===== src/rtl/shift_add_multiplier_pkg.sv =====
// rtl/shift_add_multiplier_pkg.sv - state encoding and default operand width
package shift_add_multiplier_pkg;

   localparam int DEFAULT_WIDTH = 8;

   typedef enum logic [1:0] {
      ST_IDLE = 2'd0,
      ST_RUN  = 2'd1,
      ST_DONE = 2'd2
   } state_t;

endpackage


===== src/rtl/fulladder_n.sv =====
// rtl/fulladder_n.sv - full-adder cell whose 'a' input is gated by mgate
module fulladder_n (
   input  logic a,
   input  logic b,
   input  logic mgate,
   input  logic cin,
   output logic s,
   output logic cout
);

   logic ag;

   assign ag   = a & mgate;
   assign s    = ag ^ b ^ cin;
   assign cout = (ag & b) | (cin & (ag ^ b));

endmodule


===== src/rtl/mult_add_row.sv =====
// rtl/mult_add_row.sv - one ripple row of gated full adders: sum = b + (a & mgate)
module mult_add_row
   import shift_add_multiplier_pkg::*;
#(
   parameter int WIDTH = DEFAULT_WIDTH
) (
   input  logic [WIDTH-1:0] a,
   input  logic [WIDTH-1:0] b,
   input  logic             mgate,
   output logic [WIDTH-1:0] sum,
   output logic             cout
);

   logic [WIDTH:0] carry;

   assign carry[0] = 1'b0;

   for (genvar i = 0; i < WIDTH; i++) begin : g_cell
      fulladder_n u_fa (
         .a     (a[i]),
         .b     (b[i]),
         .mgate (mgate),
         .cin   (carry[i]),
         .s     (sum[i]),
         .cout  (carry[i+1])
      );
   end

   assign cout = carry[WIDTH];

endmodule


===== src/rtl/shift_add_multiplier.sv =====
// rtl/shift_add_multiplier.sv - sequential unsigned shift-add multiplier, one bit per clock
module shift_add_multiplier
   import shift_add_multiplier_pkg::*;
#(
   parameter int WIDTH = DEFAULT_WIDTH
) (
   input  logic               clk,
   input  logic               rst_n,
   input  logic               start,
   input  logic [WIDTH-1:0]   multiplicand,
   input  logic [WIDTH-1:0]   multiplier,
   output logic               busy,
   output logic               done,
   output logic [2*WIDTH-1:0] product
);

   localparam int CW = $clog2(WIDTH);

   state_t             state, state_nxt;
   logic [CW-1:0]      count;
   logic [2*WIDTH-1:0] acc, acc_step;
   logic [WIDTH-1:0]   mcand, row_sum;
   logic               row_cout;
   logic               last_step;

   mult_add_row #(.WIDTH(WIDTH)) u_row (
      .a     (mcand),
      .b     (acc[2*WIDTH-1:WIDTH]),
      .mgate (acc[0]),
      .sum   (row_sum),
      .cout  (row_cout)
   );

   // Row carry becomes the new accumulator MSB; the consumed multiplier bit falls off the bottom.
   assign acc_step  = {row_cout, row_sum, acc[WIDTH-1:1]};
   assign last_step = (count == CW'(WIDTH - 1));

   always_comb begin
      state_nxt = state;
      case (state)
         ST_IDLE: if (start)     state_nxt = ST_RUN;
         ST_RUN:  if (last_step) state_nxt = ST_DONE;
         ST_DONE:                state_nxt = ST_IDLE;
         default:                state_nxt = ST_IDLE;
      endcase
   end

   always_ff @(posedge clk or negedge rst_n) begin
      if (!rst_n) begin
         state   <= ST_IDLE;
         count   <= '0;
         acc     <= '0;
         mcand   <= '0;
         product <= '0;
      end else begin
         state <= state_nxt;
         case (state)
            ST_IDLE: begin
               if (start) begin
                  mcand <= multiplicand;
                  acc   <= {{WIDTH{1'b0}}, multiplier};
                  count <= '0;
               end
            end
            ST_RUN: begin
               acc   <= acc_step;
               count <= count + 1'b1;
               // Publish the final step's result directly so product never shows a partial sum.
               if (last_step) product <= acc_step;
            end
            default: ;
         endcase
      end
   end

   assign busy = (state == ST_RUN) || (state == ST_DONE);
   assign done = (state == ST_DONE);

endmodule


===== config.mk =====
export PLATFORM = sky130hd
export DESIGN_NAME = shift_add_multiplier
export DESIGN_NICKNAME = d
export VERILOG_FILES = /design/src/rtl/shift_add_multiplier_pkg.sv /design/src/rtl/fulladder_n.sv /design/src/rtl/mult_add_row.sv /design/src/rtl/shift_add_multiplier.sv
export SDC_FILE = /design/constraint.sdc
export NUM_CORES = 1
export LEC_CHECK = 0
export ABC_AREA = 1
export CAP_MARGIN = 0
export CORE_UTILIZATION = 51
export DETAILED_ROUTE_END_ITERATION = 6
export GPL_TIMING_DRIVEN = 0
export HOLD_SLACK_MARGIN = 0.03
export PLACE_DENSITY = 0.77
export SLEW_MARGIN = 20
export SYNTH_ARGS = -nofsm -noshare
export SYNTH_HDL_FRONTEND = slang
export SYNTH_SLANG_ARGS = --single-unit

===== constraint.sdc =====
create_clock -name clk -period 3.82 [get_ports clk]
set_input_delay 0.955 -clock clk [delete_from_list [all_inputs] [get_ports clk]]
set_output_delay 0.955 -clock clk [all_outputs]
set_load 0.02 [all_outputs]

==> flow_summary_export.csv <==
group,metric,value,unit
pwr,p_sw,0.000671,W
drt,viasPerCell,4.87,
pwr,fraction_of_power_spent_switching_nets,38.5,%
sta,max_slew.worst_pin.slew,376,ps
cts,tritoncts,"done",
pwr,power.share.combinational,40.3,%
yosys,synth.yosys.warnings,0,
floorplanning,dieArea,4660,um^2
sta,relSlewSlack,74.9,%
placed_design,place_worst_setup_slack,201,ps
pwr,share_seq_of_total_power,41.2,%
final_layout,layout_common_cells,"127 x sky130_fd_sc_hd__nand2_1, 45 x sky130_fd_sc_hd__dfrtp_1, 36 x sky130_fd_sc_hd__nand3_1",
cts,numCtsBuffers,5,
yosys,post_synth_main_area_contributors,"sky130_fd_sc_hd__dfrtp_1 50%, sky130_fd_sc_hd__nand2_1 21%, sky130_fd_sc_hd__nand3_1 8.1%",
sta,post-route-min-period,3490,ps
sta,setup-violations-final,0,
setup_path,cp_data_required_time,4000,ps
placed_design,i_o_buffers,36,
floorplanning,floorplan.io_pins,37,
sta,timing.clock.skew,7.39,ps
floorplanning,fp.coreArea,4120,um^2
placed_design,post_dp_cell_area,2680,um^2
yosys,synth_top_area_share,50.3,%
drt,drt-pass1-iter-count,4,
pwr,power.density,629,nW/um^2
final_layout,antenna_cells_inserted,0,
setup_path,critPathKind,"flip-flop to flip-flop",
yosys,ys_types,14,
drt,top_layer_used,"met4",
sta,timing_hold_violations_final,0,
sta,post-route-period-util,91.4,%
pwr,p_leak,1.49,nW
cts,insertion_delay,290,ps
yosys,synth.avg_cell_area,8.38,um^2
drt,routed_wire_length_per_instance,12.2,um
floorplanning,die-height,68.2,um
cts,clock_tree.buffer_depth,2,
placed_design,dp_wirelength,3190,um
sta,grt_setup_unrepaired,"no",
final_layout,syn_to_final_growth,23.9,%
min_path,min-delay-path-class,"flip-flop to flip-flop",
placed_design,placer_s_final_routability_congestion_estimate,0.849,
job,max_cap_viol_count,0,
global_routing,first_global_vias,1588,
drt,met3_length,235,um
pwr,peakVddDrop,284,uV
pwr,share_clk_of_total_power,18.4,%
yosys,synth_sequential_area_ratio,50.3,%
yosys,postSynthNetCount,299,
drt,drt-initial-drc-count,170,
cts,numClockSinks,45,
yosys,synth.cell_area,2240,um^2
global_routing,grt_first_pass_wirelength,7470,um
final_layout,mostFrequentLayoutCell,"sky130_fd_sc_hd__nand2_1",
drt,drt-total-wl,4420,um
yosys,post_synthesis_cells,267,
floorplanning,die-width,68.2,um
pwr,intPower,0.00107,W
drt,wl_met1,2020,um
setup_path,startpoint_type,"flip-flop",
global_routing,initial_antenna_violation_count,0,
final_layout,final_net_count,342,
global_routing,grt.overflow.total,0,
final_layout,final_design_area_no_fill,2770,um^2
yosys,yosysTopAreaCell,"sky130_fd_sc_hd__dfrtp_1",
yosys,synth_seq_cells,45,
drt,dr_total_vias,1757,
sta,timing_max_transition_violations_final,0,
drt,route.met2.wl,2140,um
cts,root_buffer,"sky130_fd_sc_hd__clkbuf_8",
setup_path,crit_fanout,9,
cts,cts_resized,0,
cts,clock_tree.htree_level_count,2,
floorplanning,initial_standard_cell_utilization_of_the_core,54.4,%
cts,clk_pin_slew,80,ps
run_status,outcome,"completed",
drt,post-route-drc-count,0,
final_layout,drive_gt1_share,8.36,%
sta,setup-tns-final,0,ps
global_routing,maximum_number_of_pins_on_one_net_before_global_route_repair,32,
sta,achievable-frequency,286,MHz
sta,fin_ws,327,ps
floorplanning,fp_rows,23,
setup_path,endpoint_kind,"flip-flop",
final_layout,final.fill_count,360,
drt,final_antenna_net_count,0,
setup_path,critPathArrivalTime,3680,ps
global_routing,overall_track_demand_over_capacity_in_global_routing,22.5,%
[sequential cells by signal, summed over array words and instances, names as in the netlist]
signal,cells
acc,16
product,16
mcand,8
count,3
state,2
[layer usage]
layer | vias up | track usage [%]
met4 | 0 | 3.91
met2 | 44 | 36.0
met1 | 808 | 31.1
met3 | 4 | 5.67
met5 | - | 0
li1 | 901 | -
[final timing paths]
check,from,end,slack (ps),cells past startpoint
min in group asynchronous,rst_n,product[1],560,1
hold / removal,product[4],product[4],470,2
hold reg to reg,product[4],product[4],470,2
setup reg to reg,acc[0],acc[14],330,18
setup / recovery,acc[0],acc[14],330,18
max in group asynchronous,rst_n,mcand[7],2770,2
[logic make-up (layout without fill, tap and decap cells)]
logic type	Yosys count	in the layout	share of synthesized area, %
buffers and inverters	34	78	8.28
adder cells (fa/ha/maj)	13	13	9.62
flip-flops	45	45	50.3
AND/OR/NAND/NOR	170	170	30.6
AO/OA/AOI/OAI	5	5	1.12
[metrics by stage]
stage          util [%]  total power [W]  std cells  hold slack (ps)
2_1_floorplan         -          0.00121        267              449
3_3_place_gp       64.6          0.00141        353              453
3_5_place_dp       65.0          0.00144        354              458
4_1_cts            67.5          0.00176        362              479
5_1_grt            67.4          0.00191        361              505
6_report           67.4          0.00174        361              471
[critical path, stage by stage (launching register included)]
cell and delay (ps):
sky130_fd_sc_hd__dfrtp_1 510, sky130_fd_sc_hd__nand2_1 90, sky130_fd_sc_hd__inv_1 70, sky130_fd_sc_hd__ha_1 140, sky130_fd_sc_hd__inv_1 50, sky130_fd_sc_hd__fa_1 370
sky130_fd_sc_hd__fa_1 360, sky130_fd_sc_hd__inv_1 70, sky130_fd_sc_hd__fa_1 150, sky130_fd_sc_hd__inv_1 50, sky130_fd_sc_hd__fa_1 370, sky130_fd_sc_hd__inv_1 80
sky130_fd_sc_hd__fa_1 180, sky130_fd_sc_hd__fa_1 160, sky130_fd_sc_hd__inv_1 50, sky130_fd_sc_hd__fa_1 500, sky130_fd_sc_hd__nor2_1 50, sky130_fd_sc_hd__nand2_1 70
sky130_fd_sc_hd__nand2_1 60
[power by group through the flow]
| stage | Combinational [W] | Clock (W) | Sequential [W] |
|---|---|---|---|
| CTS | 0.000724 | 0.000330 | 0.000707 |
| detailed placement | 0.000721 | 0 | 0.000716 |
| global placement | 0.000698 | 0 | 0.000711 |
| floorplan | 0.000490 | 0 | 0.000723 |
| global route | 0.000816 | 0.000352 | 0.000742 |
| finish | 0.000704 | 0.000322 | 0.000719 |
[timing repair]
action / in CTS / in global routing
setup buffers: 0 / 0
hold buffers: 0 / 0
endpoints found under the setup margin: 0 / 2
[cell usage after synthesis (all sizes together)]
master	count
buf	13
clkbuf	1
dfrtp	45
fa	7
ha	6
inv	20
nand2	128
nand3	36
nor2	6
o21ai	5
[area by class of cell]
type                            instances  area (um^2)  share of cell area (%)
Timing Repair Buffer                   37          375                    13.5
Multi-Input combinational cell        188          926                    33.4
Tap cell                               50         62.6                    2.26
Clock buffer                            7         96.3                    3.47
Inverter                               20         75.1                    2.71
Clock inverter                          1         5.00                   0.181
Buffer                                 13          106                    3.84
Sequential cell                        45         1130                    40.6
(Power assumes the default switching activity.)
